<file path="src/rtl/mdu_pkg.sv">
// Shared definitions for the PCPI M-extension sequencer.
//   - RISC-V OP opcode and MULDIV funct7 used for instruction matching
//   - funct3 operation encoding (mdu_op_e) and sequencer states (mdu_state_e)
//   - fast-path result constants for divide-by-zero and signed overflow
package mdu_pkg;

  localparam int unsigned XLEN = 32;

  localparam logic [6:0] OPC_OP     = 7'b0110011;
  localparam logic [6:0] F7_MULDIV  = 7'b0000001;

  localparam logic [XLEN-1:0] INT_MIN  = 32'h8000_0000;
  localparam logic [XLEN-1:0] ALL_ONES = 32'hFFFF_FFFF;

  typedef enum logic [2:0] {
    OpMul    = 3'b000,
    OpMulh   = 3'b001,
    OpMulhsu = 3'b010,
    OpMulhu  = 3'b011,
    OpDiv    = 3'b100,
    OpDivu   = 3'b101,
    OpRem    = 3'b110,
    OpRemu   = 3'b111
  } mdu_op_e;

  typedef enum logic [2:0] {
    StIdle,
    StMulRun,
    StDivRun,
    StResp,
    StDrain
  } mdu_state_e;

endpackage

</file>
<file path="src/rtl/mdu_decode.sv">
// Combinational decoder for M-extension instructions.
// Ports:
//   insn          instruction word
//   rs1, rs2      operands (used only for the divide fast-path checks)
//   match         insn is an OP-opcode MULDIV instruction
//   is_div        DIV/DIVU/REM/REMU
//   is_unsigned   DIVU/REMU (funct3[0]); meaningful for divides only
//   want_rem      remainder requested (funct3[1]); meaningful for divides only
//   want_high     multiply returns the upper product word
//   mul_a_signed  rs1 is signed for the multiplier (MULH, MULHSU)
//   mul_b_signed  rs2 is signed for the multiplier (MULH)
//   div_by_zero   divide with rs2 == 0
//   signed_ovf    signed divide of INT_MIN by -1
module mdu_decode
  import mdu_pkg::*;
#(
  parameter int unsigned WIDTH = XLEN
) (
  input  logic [31:0]      insn,
  input  logic [WIDTH-1:0] rs1,
  input  logic [WIDTH-1:0] rs2,
  output logic             match,
  output logic             is_div,
  output logic             is_unsigned,
  output logic             want_rem,
  output logic             want_high,
  output logic             mul_a_signed,
  output logic             mul_b_signed,
  output logic             div_by_zero,
  output logic             signed_ovf
);

  mdu_op_e op;
  assign op = mdu_op_e'(insn[14:12]);

  assign match        = (insn[6:0] == OPC_OP) && (insn[31:25] == F7_MULDIV);
  assign is_div       = insn[14];
  assign is_unsigned  = insn[12];
  assign want_rem     = insn[13];
  assign want_high    = (op != OpMul);
  assign mul_a_signed = (op == OpMulh) || (op == OpMulhsu);
  assign mul_b_signed = (op == OpMulh);
  assign div_by_zero  = is_div && (rs2 == '0);
  assign signed_ovf   = is_div && !is_unsigned && (rs1 == INT_MIN) && (rs2 == ALL_ONES);

  // Register specifiers are handled by the core, not here.
  logic unused_insn_bits;
  assign unused_insn_bits = ^{insn[24:15], insn[11:7]};

endmodule

</file>
<file path="src/rtl/mdu_pcpi_ctrl.sv">
// PCPI sequencer for the M extension: accepts MUL*/DIV*/REM* from the core,
// drives an iterative divider (level start held until finished) and a
// multiplier (one-cycle start pulse), short-circuits divide-by-zero and
// signed overflow, and returns the result with a one-cycle ready/wr pulse.
// Ports:
//   clk, resetn                     clock, asynchronous active-low reset
//   pcpi_valid/insn/rs1/rs2         request from the core
//   pcpi_wr/rd/wait/ready           response to the core (all registered)
//   div_start/unsigned/a/b          divider request (registered)
//   div_z/r/finished                divider result, finished is a level
//   mul_start/a_signed/b_signed/a/b multiplier request (registered)
//   mul_p/done                      multiplier product, done is a pulse
module mdu_pcpi_ctrl
  import mdu_pkg::*;
#(
  parameter int unsigned WIDTH = XLEN
) (
  input  logic               clk,
  input  logic               resetn,
  input  logic               pcpi_valid,
  input  logic [31:0]        pcpi_insn,
  input  logic [WIDTH-1:0]   pcpi_rs1,
  input  logic [WIDTH-1:0]   pcpi_rs2,
  output logic               pcpi_wr,
  output logic [WIDTH-1:0]   pcpi_rd,
  output logic               pcpi_wait,
  output logic               pcpi_ready,
  output logic               div_start,
  output logic               div_unsigned,
  output logic [WIDTH-1:0]   div_a,
  output logic [WIDTH-1:0]   div_b,
  input  logic [WIDTH-1:0]   div_z,
  input  logic [WIDTH-1:0]   div_r,
  input  logic               div_finished,
  output logic               mul_start,
  output logic               mul_a_signed,
  output logic               mul_b_signed,
  output logic [WIDTH-1:0]   mul_a,
  output logic [WIDTH-1:0]   mul_b,
  input  logic [2*WIDTH-1:0] mul_p,
  input  logic               mul_done
);

  logic dec_match, dec_is_div, dec_is_unsigned, dec_want_rem, dec_want_high;
  logic dec_mul_a_signed, dec_mul_b_signed, dec_div_by_zero, dec_signed_ovf;

  mdu_decode #(
    .WIDTH (WIDTH)
  ) u_decode (
    .insn         (pcpi_insn),
    .rs1          (pcpi_rs1),
    .rs2          (pcpi_rs2),
    .match        (dec_match),
    .is_div       (dec_is_div),
    .is_unsigned  (dec_is_unsigned),
    .want_rem     (dec_want_rem),
    .want_high    (dec_want_high),
    .mul_a_signed (dec_mul_a_signed),
    .mul_b_signed (dec_mul_b_signed),
    .div_by_zero  (dec_div_by_zero),
    .signed_ovf   (dec_signed_ovf)
  );

  mdu_state_e       state_q, state_d;
  logic [WIDTH-1:0] op_a_q, op_a_d, op_b_q, op_b_d;
  logic [WIDTH-1:0] result_q, result_d, rd_q, rd_d;
  logic             want_rem_q, want_rem_d, want_high_q, want_high_d;
  logic             div_start_q, div_start_d, div_unsigned_q, div_unsigned_d;
  logic             div_busy_q, div_busy_d;
  logic             mul_start_q, mul_start_d;
  logic             mul_a_signed_q, mul_a_signed_d, mul_b_signed_q, mul_b_signed_d;
  logic             wait_q, wait_d, ready_q, ready_d;
  // Remembers that pcpi_valid has dropped since entering StDrain, so a new
  // request raised right after an abort is not mistaken for the old one.
  logic             valid_low_q, valid_low_d;

  always_comb begin
    state_d        = state_q;
    op_a_d         = op_a_q;
    op_b_d         = op_b_q;
    result_d       = result_q;
    rd_d           = rd_q;
    want_rem_d     = want_rem_q;
    want_high_d    = want_high_q;
    div_start_d    = div_start_q;
    div_unsigned_d = div_unsigned_q;
    div_busy_d     = div_busy_q;
    mul_start_d    = 1'b0;
    mul_a_signed_d = mul_a_signed_q;
    mul_b_signed_d = mul_b_signed_q;
    ready_d        = 1'b0;
    valid_low_d    = valid_low_q;

    // The divider always runs to completion, even after an abort.
    if (div_finished) div_busy_d = 1'b0;

    unique case (state_q)
      StIdle: begin
        if (pcpi_valid && dec_match && !div_busy_q && !div_finished) begin
          op_a_d      = pcpi_rs1;
          op_b_d      = pcpi_rs2;
          want_rem_d  = dec_want_rem;
          want_high_d = dec_want_high;
          if (!dec_is_div) begin
            mul_start_d    = 1'b1;
            mul_a_signed_d = dec_mul_a_signed;
            mul_b_signed_d = dec_mul_b_signed;
            state_d        = StMulRun;
          end else if (dec_div_by_zero) begin
            result_d = dec_want_rem ? pcpi_rs1 : ALL_ONES;
            state_d  = StResp;
          end else if (dec_signed_ovf) begin
            result_d = dec_want_rem ? '0 : INT_MIN;
            state_d  = StResp;
          end else begin
            div_start_d    = 1'b1;
            div_unsigned_d = dec_is_unsigned;
            div_busy_d     = 1'b1;
            state_d        = StDivRun;
          end
        end
      end
      StMulRun: begin
        if (!pcpi_valid) begin
          valid_low_d = 1'b1;
          state_d     = StDrain;
        end else if (mul_done) begin
          result_d = want_high_q ? mul_p[2*WIDTH-1:WIDTH] : mul_p[WIDTH-1:0];
          state_d  = StResp;
        end
      end
      StDivRun: begin
        if (!pcpi_valid) begin
          div_start_d = 1'b0;
          valid_low_d = 1'b1;
          state_d     = StDrain;
        end else if (div_finished) begin
          result_d    = want_rem_q ? div_r : div_z;
          div_start_d = 1'b0;
          state_d     = StResp;
        end
      end
      StResp: begin
        ready_d = 1'b1;
        rd_d    = result_q;
        state_d = StDrain;
      end
      StDrain: begin
        if (!pcpi_valid) valid_low_d = 1'b1;
        if ((valid_low_q || !pcpi_valid) && !div_finished && !div_busy_q) begin
          valid_low_d = 1'b0;
          state_d     = StIdle;
        end
      end
      default: state_d = StIdle;
    endcase

    wait_d = (state_d == StMulRun) || (state_d == StDivRun) || (state_d == StResp);
  end

  always_ff @(posedge clk or negedge resetn) begin
    if (!resetn) begin
      state_q        <= StIdle;
      op_a_q         <= '0;
      op_b_q         <= '0;
      result_q       <= '0;
      rd_q           <= '0;
      want_rem_q     <= 1'b0;
      want_high_q    <= 1'b0;
      div_start_q    <= 1'b0;
      div_unsigned_q <= 1'b0;
      div_busy_q     <= 1'b0;
      mul_start_q    <= 1'b0;
      mul_a_signed_q <= 1'b0;
      mul_b_signed_q <= 1'b0;
      wait_q         <= 1'b0;
      ready_q        <= 1'b0;
      valid_low_q    <= 1'b0;
    end else begin
      state_q        <= state_d;
      op_a_q         <= op_a_d;
      op_b_q         <= op_b_d;
      result_q       <= result_d;
      rd_q           <= rd_d;
      want_rem_q     <= want_rem_d;
      want_high_q    <= want_high_d;
      div_start_q    <= div_start_d;
      div_unsigned_q <= div_unsigned_d;
      div_busy_q     <= div_busy_d;
      mul_start_q    <= mul_start_d;
      mul_a_signed_q <= mul_a_signed_d;
      mul_b_signed_q <= mul_b_signed_d;
      wait_q         <= wait_d;
      ready_q        <= ready_d;
      valid_low_q    <= valid_low_d;
    end
  end

  assign pcpi_wr      = ready_q;
  assign pcpi_ready   = ready_q;
  assign pcpi_wait    = wait_q;
  assign pcpi_rd      = rd_q;
  assign div_start    = div_start_q;
  assign div_unsigned = div_unsigned_q;
  assign div_a        = op_a_q;
  assign div_b        = op_b_q;
  assign mul_start    = mul_start_q;
  assign mul_a_signed = mul_a_signed_q;
  assign mul_b_signed = mul_b_signed_q;
  assign mul_a        = op_a_q;
  assign mul_b        = op_b_q;

endmodule
</file>
<file path="config.mk">
export PLATFORM = sky130hd
export DESIGN_NAME = mdu_pcpi_ctrl
export DESIGN_NICKNAME = d
export VERILOG_FILES = /design/src/rtl/mdu_pkg.sv /design/src/rtl/mdu_decode.sv /design/src/rtl/mdu_pcpi_ctrl.sv
export SDC_FILE = /design/constraint.sdc
export NUM_CORES = 1
export LEC_CHECK = 0
export ABC_CLOCK_PERIOD_IN_PS = 6750
export CAP_MARGIN = 5
export CORE_MARGIN = 2
export CORE_UTILIZATION = 31
export DETAILED_ROUTE_END_ITERATION = 8
export GPL_TIMING_DRIVEN = 1
export PLACE_DENSITY = 0.74
export SYNTH_ARGS = -nofsm -noshare
export SYNTH_HDL_FRONTEND = slang
export SYNTH_SLANG_ARGS = --single-unit
</file>
<file path="constraint.sdc">
create_clock -name clk -period 6.75 [get_ports clk]
set_input_delay 0.675 -clock clk [delete_from_list [all_inputs] [get_ports clk]]
set_output_delay 0.675 -clock clk [all_outputs]
set_load 0.01 [all_outputs]
</file>
; ---- Word-level counts from Yosys, hierarchy flattened
; Cells that the tools add are included.
[word_totals]
register_bits = 142
inputBits = 229
out_inout_bits = 168
word_cells = 115
[op_classes]
n_eq_ne = 23
muxes = 43
n_bitwise = 3
reduce_logical = 30
[op_table]
columns = op, count
row1 = 32-bit 2-to-1 mux, 12
row2 = 32-bit one-hot mux with 3 select lines, 1
row3 = 32-bit equality test (second input constant), 2
row4 = 32-bit zero test, 1
row5 = 1-bit 2-to-1 mux, 20
row6 = 3-bit 2-to-1 mux, 6
row7 = 2-bit != test (second input constant), 8
row8 = 3-bit by 2-bit equality test with 1-bit output (second input constant), 5
row9 = 3-bit one-hot mux with 5 select lines, 1
row10 = 1-bit logical AND, 10
row11 = 3-bit by 1-bit equality test with 1-bit output (second input constant), 3
row12 = 8-bit AND reduction, 1
row13 = 7-bit by 1-bit equality test with 1-bit output (second input constant), 1
row14 = 7-bit by 6-bit equality test with 1-bit output (second input constant), 1
row15 = 3-bit != test (second input constant), 2
row16 = 6-bit AND reduction, 1
row17 = 3-bit nonzero test, 2
row18 = 5-bit AND reduction, 1
row19 = 1-bit zero test, 4
row20 = 1-bit logical OR, 4
row21 = 1-bit one-hot mux with 2 select lines, 2
row22 = 2-bit nonzero test, 2
row23 = 3-bit equality test (second input constant), 1
row24 = 3-bit zero test, 1
row25 = 5 further kinds, 7

; ---- Depth between registers and ports, before layout
; Gate-level depths: netlist (run 1).
[logic_depth]
ltp_word = 12
ltp_mapped = 9
depth_no_buf = 6

; ---- Cells and area by module
; From an unflattened synthesis (run 1), not the netlist that was laid out.
[hier_totals]
cells_unflattened = 702
area_unflattened_um2 = 7632.3
[by_module_without_submodules]
columns = mod, n_inst, cells_each, area_each_um2, seq_area_each_um2
row1 = mdu_pcpi_ctrl, 1, 652, 7315.8, 3553.4
row2 = mdu_decode, 1, 50, 316.6, 0.0

; ---- Least setup slack after synthesis (run 1)
; OpenSTA, ideal clock, no wires.
[synth_path]
kind = input -> register
from = input port pcpi_rs2[16]
to = register result_q[10]
setup_ns = 0.125
t_arrival_ns = 2.450
required_time_ns = 6.625
setup_slack_ns = 4.175
stages = 7
path_buffers = 1
cell_sequence = nand4_1 or4_1 nor4_2 a21oi_2 a21oi_4 buf_12 mux2_4
[synth_between]
elab_chain_len = 6
elab_cells_between_ends = 10
cone_classes = 2 x eq/ne / 4 x mux / 4 x reduce/logical
[synth_lines]
columns = item, line
row1 = from (decl), mdu_pcpi_ctrl.sv:23  ; input logic [WIDTH-1:0] pcpi_rs2,
row2 = 32-bit zero test, mdu_decode.sv:43  ; assign div_by_zero = is_div && (rs2 == '0);
row3 = 1-bit logical AND, mdu_decode.sv:43
row4 = 32-bit 2-to-1 mux, mdu_pcpi_ctrl.sv:109  ; end else if (dec_div_by_zero) begin
row5 = 32-bit 2-to-1 mux, mdu_pcpi_ctrl.sv:104  ; if (!dec_is_div) begin
row6 = 32-bit 2-to-1 mux, mdu_pcpi_ctrl.sv:99  ; if (pcpi_valid && dec_match && !div_busy_q && !div_finished) begin
row7 = 32-bit one-hot mux with 3 select lines, mdu_pcpi_ctrl.sv:97  ; unique case (state_q)
row8 = to (signal assigned), mdu_pcpi_ctrl.sv:183  ; result_q <= result_d;
row9 = to (decl), mdu_pcpi_ctrl.sv:66  ; logic [WIDTH-1:0] result_q, result_d, rd_q, rd_d;
; Several ways; a longest one is shown, not always the timed one. The select of a mux whose other input is x is not followed.
; A chain may end at the register's enable or synchronous reset.

; ---- Worst setup path in the final report (run 1)
[layout_path]
from = input port pcpi_insn[14]
to = register result_q[1]
[layout_between]
elab_chain_len = 5
elab_cells_between_ends = 11
cone_classes = 2 x eq/ne / 4 x mux / 5 x reduce/logical
[layout_lines]
columns = item, line
row1 = from (decl), mdu_pcpi_ctrl.sv:21  ; input logic [31:0] pcpi_insn,
row2 = 1-bit logical AND (on tied branches), "mdu_decode.sv:43, mdu_decode.sv:44"
row3 = 32-bit 2-to-1 mux or 1-bit logical AND (tied branches), "mdu_pcpi_ctrl.sv:109, mdu_decode.sv:44"
row4 = 32-bit 2-to-1 mux or 1-bit logical AND (tied branches), "mdu_pcpi_ctrl.sv:104, mdu_decode.sv:44"
row5 = 32-bit 2-to-1 mux or 3-bit != test (tied branches), n/a
row6 = 32-bit one-hot mux with 3 select lines or 8-bit AND reduction (tied branches), n/a
; Several ways; a longest one is shown, not always the timed one. The select of a mux whose other input is x is not followed.

==> flow_summary.ini, run 1 <==
[sta]
fmax_mhz = 258
setup_violations = 0
worst-slew-pin-transition_ns = 1.03
finalMaxSlewViolations = 0
max-slew-margin-rel = 0.315
period_needed_ns = 3.87
rsz0062_at_grt = no
hold_viol = 0
fin_tns_setup_ns = 0
finalCritPeriodShare = 0.574
finClkSkew_ns = 0.00775

[logic_synthesis]
ys_ff_latch = 142
yosysSeqAreaShare = 0.462
syn_avg_cell_area_um2 = 10.9
async_reset_ff_frac = 1.00
synthDistinctLibCells = 42
synth_cells = 708
synth_area_um2 = 7690
ys_warn_count = 0
synth_ff_type = dfrtp_1
synth_enable_flop_cells = 0
syn_nets = 937

[clock_network]
htreeDepth = 4
cts_hold_buf = 0
cts_buffers = 17
cts_sinks = 142
cts.repair.resized = 0
cts_buffer_depth = 2
cts_tree = yes
cts_setup_buffers = 0
clk_root_buffer_cell = clkbuf_16
clk_latency_ns = 0.41
path_clk_slew_ns = 0.07

[setup_path]
worst-path-stages = 8
crit_arrival_ns = 4.16
cp.buffers_inverters = 2
cp-start-kind = primary input
timing.rr.start = state_q[1]$_DFF_PN0_
crit_start = pcpi_insn[14]
reg2reg_slack_ns = 3.10
worstSetupPathType = primary input to register
cp_max_fo = 19
cp-end-kind = register
critPathTopFamily = buffers and inverters
endpoint = result_q[1]$_DFFE_PN0P_
reg2reg_to = result_q[1]$_DFFE_PN0P_
crit_chain = clkdlybuf4s50_1 > nor4b_1 > nand4_1 > nor4_2 > a21oi_2 > a21oi_4 > buf_4 > mux2_2
worstPathRequired_ns = 7.04
max_stage_delay_ns = 0.72
reg2regPathDepth = 7
crit_slowest_cell = clkdlybuf4s50_1

[finish]
nets = 1240
layout_common_cells = 380 x clkdlybuf4s50_1, 140 x dfrtp_1, 104 x nand2_1, 68 x mux2_2, 64 x mux2i_1
syn_to_final_growth_pct = 54.8
final_common_cell = clkdlybuf4s50_1
drive_gt1_frac = 0.145
diodes = 0

[pwr]
ir_drop_mv = 0.148
power.density_nw_per_um2 = 178
total_power_mw = 2.12
p_leak_nw = 4.97

[floorplanning]
dieArea_um2 = 26100
ioPinCount = 397
die_h_um = 161
core_area_um2 = 24300
die_w_um = 161
initial_utilization = 0.316
rows = 57

[placement]
post-dp-hpwl_um = 20600
gp_congestion = 0.829
numPortBuffers = 381

[run_status]
status = completed

[global_routing]
overflow = 0
antenna_found_initial = 0
track_usage = 0.210
grt_pass1_vias = 6977
grt_pass1_wl_um = 41400
grt_max_degree = 73

[route]
drc_errors = 0
first_pass_iters = 5
wl_um = 27700
ant_nets = 0
wl_per_cell_um = 20.6
viasPerCell = 4.89
drtIter0Drc = 291
vias = 6588

[run]
drv_cap = 0

[min_path]
min_path_type = primary input to async pin
-- kinds of logic after synthesis --
family	count (synthesis)	synth area share
buf+inv	113	0.0957
simple gates	207	0.125
compound gates	81	0.0716
flops	142	0.462
mux	162	0.242
fa+ha+maj	1	0.00130
xor+xnor	2	0.00228
-- routing by layer --
| layer | vias up | GRT usage | part of all wire |
|---|---|---|---|
| met3 | 20 | 0.0465 | 0.071 |
| met2 | 293 | 0.369 | 0.50 |
| li1 | 3040 | - | - |
| met5 | - | 0 | 0 |
| met1 | 3235 | 0.262 | 0.41 |
| met4 | 0 | 0.0515 | 0.015 |
-- report_power, final --
group	internal, mW	leakage, nW	total (mW)	switching [mW]
Combinational	0.144	2.72	0.230	0.0857
Sequential	0.866	1.95	0.879	0.0132
Clock	0.623	0.291	1.01	0.388
-- cells in the mapped netlist (2+ instances only) --
| cell | number | share of area |
|---|---|---|
| dfrtp_1 | 142 | 0.46 |
| nand2_1 | 104 | 0.051 |
| mux2_2 | 68 | 0.10 |
| buf_4 | 65 | 0.063 |
| mux2i_1 | 64 | 0.083 |
| nor2_1 | 41 | 0.020 |
| o21ai_0 | 35 | 0.023 |
| o22a_1 | 31 | 0.035 |
| mux2_4 | 30 | 0.059 |
| clkbuf_1 | 23 | 0.011 |
| nor4_1 | 15 | 0.012 |
| nand4_1 | 11 | 0.0090 |
| buf_2 | 9 | 0.0059 |
| nor3_1 | 8 | 0.0052 |
| inv_1 | 7 | 0.0034 |
| nand3_1 | 7 | 0.0046 |
| a21oi_1 | 5 | 0.0033 |
| buf_1 | 5 | 0.0024 |
| nor4b_1 | 4 | 0.0046 |
| buf_12 | 3 | 0.0078 |
| nand3b_1 | 3 | 0.0029 |
| a31oi_1 | 2 | 0.0016 |
| nand2b_1 | 2 | 0.0016 |
| nor4_2 | 2 | 0.0033 |
| o21ai_1 | 2 | 0.0013 |
| or3_1 | 2 | 0.0016 |
| or3b_1 | 2 | 0.0023 |
| xnor2_1 | 2 | 0.0023 |
-- stage by stage --
step / utilization / setup slack (ns) / instance area, um2 / hold WS, ns / std cells
after floorplan: - / 4.18 / 7690 / 0.379 / 708
final: 0.489 / 2.88 / 11900 / 0.260 / 1347
after detailed placement: 0.464 / 2.35 / 11300 / 0.457 / 1316
after CTS: 0.489 / 2.77 / 11900 / 0.293 / 1347
after global routing: 0.489 / 2.62 / 11900 / 0.304 / 1347
after global placement: 0.464 / 2.35 / 11300 / 0.459 / 1316
-- final cells by class --
type / instances / area (um2)
fillers: 2224 / 12400
repair buffers: 390 / 3880
flip-flops and latches: 142 / 3560
multi-input cells: 453 / 3410
clock buffers: 19 / 433
well taps: 324 / 405
clock inverters: 12 / 186
inverters: 7 / 26.3
-- worst min path at each step --
stage	to	start	slack, ns	depth (start not counted)
2_1_floorplan	div_a[0]$_DFFE_PN0P_	resetn	0.38	0
3_3_place_gp	pcpi_rd[10]$_DFFE_PN0P_	result_q[10]$_DFFE_PN0P_	0.46	2
3_5_place_dp	pcpi_rd[24]$_DFFE_PN0P_	result_q[24]$_DFFE_PN0P_	0.46	2
4_1_cts	div_a[7]$_DFFE_PN0P_	resetn	0.29	1
5_1_grt	pcpi_rd[5]$_DFFE_PN0P_	resetn	0.30	1
6_report	pcpi_rd[5]$_DFFE_PN0P_	resetn	0.26	1
-- flip-flops by register name (all words and copies together) (netlist names) --
signal	flops
div_b	32
want_high_q	1
mul_start	1
div_unsigned	1
state_q	3
mul_a_signed	1
div_a	32
result_q	32
div_start	1
pcpi_ready	1
mul_b_signed	1
valid_low_q	1
pcpi_rd	32
want_rem_q	1
div_busy_q	1
pcpi_wait	1
(Power assumes the default switching activity.)
==> run 2: changes to the inputs <==
Settings changed: ABC_CLOCK_PERIOD_IN_PS 6750 to 3400, PLACE_DENSITY 0.74 to 0.77.
Clock period 6.75 ns to 3.4 ns, I/O delays scaled along.
==> run 2 against run 1 <==
Compared with the run above:
- clock power up 87%
- global-route usage down 0.93 points
- wire length down 4.4%
- largest power group unchanged
- sequential power up 98%
- count of clock-buffer cells in the layout down 1
- register-to-register slack worse by 2.5 ns
==> flow_summary.ini, run 2 (synthesis gave the netlist of run 1 again) <==
[clock_network]
clk_latency_ns = 0.41
clk_root_buffer_cell = clkbuf_16
cts_setup_buffers = 0
path_clk_slew_ns = 0.06
cts_buffers = 17
cts_sinks = 142
htreeDepth = 4
cts_tree = yes
cts.repair.resized = 0
cts_buffer_depth = 2

[global_routing]
overflow = 0
grt_pass1_wl_um = 39900
grt_pass1_vias = 6960
track_usage = 0.201
antenna_found_initial = 1
grt_max_degree = 67

[setup_path]
reg2regPathDepth = 7
cp-start-kind = register
reg2reg_slack_ns = 0.63
worstPathRequired_ns = 3.69
max_stage_delay_ns = 0.73
reg2reg_to = result_q[0]$_DFFE_PN0P_
critPathTopFamily = simple AND/OR/NAND/NOR gates
cp.buffers_inverters = 1
timing.rr.start = state_q[1]$_DFF_PN0_
worstSetupPathType = register to register
crit_chain = or3b_2 > o21ai_1 > o2bb2ai_1 > o21ai_1 > a21oi_4 > buf_12 > mux2_2
cp-end-kind = register
cp_max_fo = 32
path_common_cell = o21ai_1
crit_slowest_cell = or3b_2
crit_arrival_ns = 3.06

[sta]
holdWs_ns = 0.456
period_needed_ns = 2.77
fin_tns_setup_ns = 0
fin_ws_ns = 0.633
hold_viol = 0
finalMaxSlewViolations = 0
max-slew-margin-rel = 0.397
worst-slew-pin-transition_ns = 0.904
rsz0062_at_grt = no
fmax_mhz = 361
finalCritPeriodShare = 0.814
finClkSkew_ns = 0.0117
setup_violations = 0

[floorplanning]
rows = 57
dieArea_um2 = 26100
die_w_um = 161
initial_utilization = 0.316
core_area_um2 = 24300
ioPinCount = 397
die_h_um = 161

[finish]
syn_to_final_growth_pct = 55.5
nets = 1247
final_design_area_no_fill_um2 = 12000
drive_gt1_frac = 0.152
diodes = 0
layout_common_cells = 380 x clkdlybuf4s50_1, 140 x dfrtp_1, 104 x nand2_1, 68 x mux2_2, 64 x mux2i_1
final_common_cell = clkdlybuf4s50_1
stdcell_count = 1355

[placement]
numPortBuffers = 381
gp_congestion = 0.855
dp_slack_ns = 0.239
placed_area_um2 = 11300
placed_cells = 1322
post-dp-hpwl_um = 20300

[run_status]
status = completed

[route]
viasPerCell = 4.86
wl_per_cell_um = 19.6
drtIter0Drc = 243
first_pass_iters = 5
wl_um = 26500
drc_errors = 0
ant_nets = 0
vias = 6589

[pwr]
ir_drop_mv = 0.279
p_leak_nw = 5.00
power.density_nw_per_um2 = 343

[min_path]
min_path_type = primary input to async pin

[run]
drv_cap = 0
[run 2: cell types whose count changed in the layout (fill, tap and decap cells not counted)]
cell | before | now
dlygate4sd3_1 | 0 | 1
inv_6 | 3 | 5
buf_12 | 0 | 2
buf_4 | 9 | 13
clkinv_4 | 2 | 3
clkbuf_1 | 2 | 0
clkinv_2 | 0 | 2
clkinvlp_4 | 3 | 2
clkbuf_8 | 0 | 1
bufinv_16 | 4 | 2
[run 2: worst max-delay path by stage]
stage / slack (ns) / startpoint / cells past startpoint / to
finish: 0.63 / state_q[1]$_DFF_PN0_ / 7 / result_q[0]$_DFFE_PN0P_
global route: 0.48 / state_q[1]$_DFF_PN0_ / 7 / result_q[0]$_DFFE_PN0P_
floorplan: 1.14 / state_q[0]$_DFF_PN0_ / 8 / result_q[10]$_DFFE_PN0P_
global placement: 0.36 / pcpi_rs1[15] / 8 / result_q[0]$_DFFE_PN0P_
CTS: 0.62 / state_q[1]$_DFF_PN0_ / 7 / result_q[0]$_DFFE_PN0P_
detailed placement: 0.24 / pcpi_insn[14] / 8 / result_q[0]$_DFFE_PN0P_
[run 2: stage by stage]
stage,utilization,power [mW]
final,0.491,4.10
after global routing,0.491,4.26
after CTS,0.491,4.15
after detailed placement,0.467,2.23
after global placement,0.467,2.23
after floorplan,-,1.87
[run 2: final cells by class]
cell class | instances | area [um2]
Fill cell | 2234 | 12400
Timing Repair Buffer | 397 | 3960
Sequential cell | 142 | 3560
Multi-Input combinational cell | 453 | 3410
Clock buffer | 18 | 439
Tap cell | 324 | 405
Clock inverter | 14 | 155
Inverter | 7 | 26.3
[run 2: worst reg2reg max path, cell delays in order, from the launching register on]
cell	delay, ns
dfrtp_1	0.59
or3b_2	0.73
o21ai_1	0.18
o2bb2ai_1	0.17
o21ai_1	0.15
a21oi_4	0.16
buf_12	0.28
mux2_2	0.38
[run 2: power breakdown]
group / switching, mW / total (mW) / internal, mW
Clock: 0.780 / 1.89 / 1.11
Combinational: 0.167 / 0.457 / 0.290
Sequential: 0.0250 / 1.74 / 1.72
Total: 0.972 / 4.10 / 3.12
[run 2: what timing repair did]
item,in CTS,in global routing
setup endpoints to repair,0,0
hold buffers,1,0
endpoints found under the hold margin,55,0
[run 2: layer usage]
metal / track usage / part of all wire
met3: 0.0473 / 0.068
met4: 0.0625 / 0.021
met1: 0.242 / 0.40
met5: 0 / 0.00049
met2: 0.355 / 0.51
==> run 3: changes to the inputs <==
Settings changed: ABC_CLOCK_PERIOD_IN_PS 3400 to 2600, PLACE_DENSITY 0.77 to 0.74.
Clock period 3.4 ns to 2.6 ns, I/O delays scaled along.
==> run 3 against run 2 <==
Compared with the run above:
- worst hold slack better by 0.00083 ns
- wire length up 8.9%
- count of clock-buffer cells in the layout up 3
- non-clock buffer count up 68
- combinational power up 47%
- design area up 4.7%
- setup slack worse by 0.58 ns
- critical endpoint is now result_q[1]$_DFFE_PN0P_
- sequential power up 30%
- critical path depth up 1
==> flow_summary.ini, run 3 (synthesis gave the netlist of run 1 again) <==
[run_status]
status = completed

[sta]
rsz0062_at_grt = no
holdWs_ns = 0.457
fin_ws_ns = 0.0538
hold_viol = 0
finClkSkew_ns = 0.0102
worst-slew-pin-transition_ns = 0.776
finalMaxSlewViolations = 0
finalCritPeriodShare = 0.979
fin_tns_setup_ns = 0
max-slew-margin-rel = 0.482
period_needed_ns = 2.55
setup_violations = 0
fmax_mhz = 393

[finish]
diodes = 0
drive_gt1_frac = 0.203
layout_common_cells = 380 x clkdlybuf4s50_1, 140 x dfrtp_1, 104 x nand2_1, 77 x buf_4, 68 x mux2_2
final_design_area_no_fill_um2 = 12500
syn_to_final_growth_pct = 62.8
final_common_cell = clkdlybuf4s50_1
nets = 1315

[pwr]
power.density_nw_per_um2 = 431
total_power_mw = 5.40
p_leak_nw = 5.34
ir_drop_mv = 0.300

[route]
wl_per_cell_um = 20.3
ant_nets = 0
first_pass_iters = 6
drc_errors = 0
wl_um = 28900
drtIter0Drc = 250
viasPerCell = 4.83
vias = 6871

[setup_path]
cp-end-kind = register
max_stage_delay_ns = 0.77
crit_chain = clkdlybuf4s50_1 > nor4b_4 > nand4_1 > nor4_2 > a21oi_2 > a21oi_4 > buf_12 > mux2_2
crit_slowest_cell = clkdlybuf4s50_1
cp_max_fo = 17
worstPathRequired_ns = 2.90
critPathTopFamily = buffers and inverters
cp.buffers_inverters = 2
cp-start-kind = primary input
worstSetupPathType = primary input to register
crit_arrival_ns = 2.85

[floorplanning]
die_w_um = 161
ioPinCount = 397
dieArea_um2 = 26100
rows = 57
core_area_um2 = 24300
die_h_um = 161
initial_utilization = 0.316

[placement]
gp_congestion = 0.819
dp_slack_ns = -0.740
placed_area_um2 = 11900
numPortBuffers = 381
post-dp-hpwl_um = 22400

[min_path]
min_path_type = primary input to async pin

[global_routing]
grt_pass1_wl_um = 43000
antenna_found_initial = 1
track_usage = 0.220
overflow = 0
grt_pass1_vias = 7401
grt_max_degree = 68

[clock_network]
cts_buffers = 17
clk_latency_ns = 0.41
path_clk_slew_ns = 0.07
cts_sinks = 142
htreeDepth = 4
cts_buffer_depth = 2
clk_root_buffer_cell = clkbuf_16
cts_tree = yes

[run]
drv_cap = 0
==> run 3: per-stage QoR <==
| step | util | std cells |
|---|---|---|
| 3_3_place_gp | 0.490 | 1390 |
| 3_5_place_dp | 0.490 | 1390 |
| 6_report | 0.515 | 1423 |
| 5_1_grt | 0.515 | 1423 |
| 4_1_cts | 0.515 | 1423 |
| 2_1_floorplan | - | 708 |
==> run 3: final timing paths <==
kind | start | slack, ns | depth (start not counted) | endpoint
setup / recovery | pcpi_insn[14] | 0.05 | 8 | result_q[1]$_DFFE_PN0P_
hold / removal | resetn | 0.46 | 2 | result_q[9]$_DFFE_PN0P_
setup reg to reg | state_q[0]$_DFF_PN0_ | 0.29 | 7 | result_q[1]$_DFFE_PN0P_
hold reg to reg | result_q[17]$_DFFE_PN0P_ | 0.47 | 2 | pcpi_rd[17]$_DFFE_PN0P_
max in group asynchronous | resetn | 1.37 | 3 | result_q[21]$_DFFE_PN0P_
min in group clk | result_q[17]$_DFFE_PN0P_ | 0.47 | 2 | pcpi_rd[17]$_DFFE_PN0P_
==> run 3: where the power goes <==
group	switching [mW]	internal [mW]	leakage, nW
Clock	1.00	1.45	0.275
Combinational	0.245	0.426	3.12
Sequential	0.0237	2.25	1.95
==> run 3: layout make-up <==
cell class | instances | area (um2)
clock buffer | 21 | 450
clock inverter | 11 | 131
fill | 2180 | 11800
inverter | 7 | 26.3
multi-input combinational | 453 | 3420
sequential | 142 | 3560
tap | 324 | 405
timing repair buffer | 465 | 4520
==> run 3: worst register-to-register path: stages, from the launching register on <==
cell,delay [ns]
dfrtp_1,0.43
and4bb_1,0.27
nand4_1,0.19
nor3_2,0.36
o21ai_1,0.15
a21oi_4,0.22
buf_12,0.22
mux2_2,0.35
==> run 3: layer usage <==
metal  global-route usage  vias up  part of all wire
met3               0.0526       29             0.070
met5                    0        -                 0
met4               0.0637        0             0.020
li1                     -     3194                 -
met2                0.393      309              0.50
met1                0.262     3339              0.41
==> run 3: repair_timing <==
| item | 4_1_cts | 5_1_grt |
|---|---|---|
| setup buffers | 0 | 0 |
| setup endpoints to repair | 33 | 0 |
| resized for setup | 2 | 0 |
| endpoints found under the hold margin | 64 | 0 |
| hold buffers | 1 | 0 |
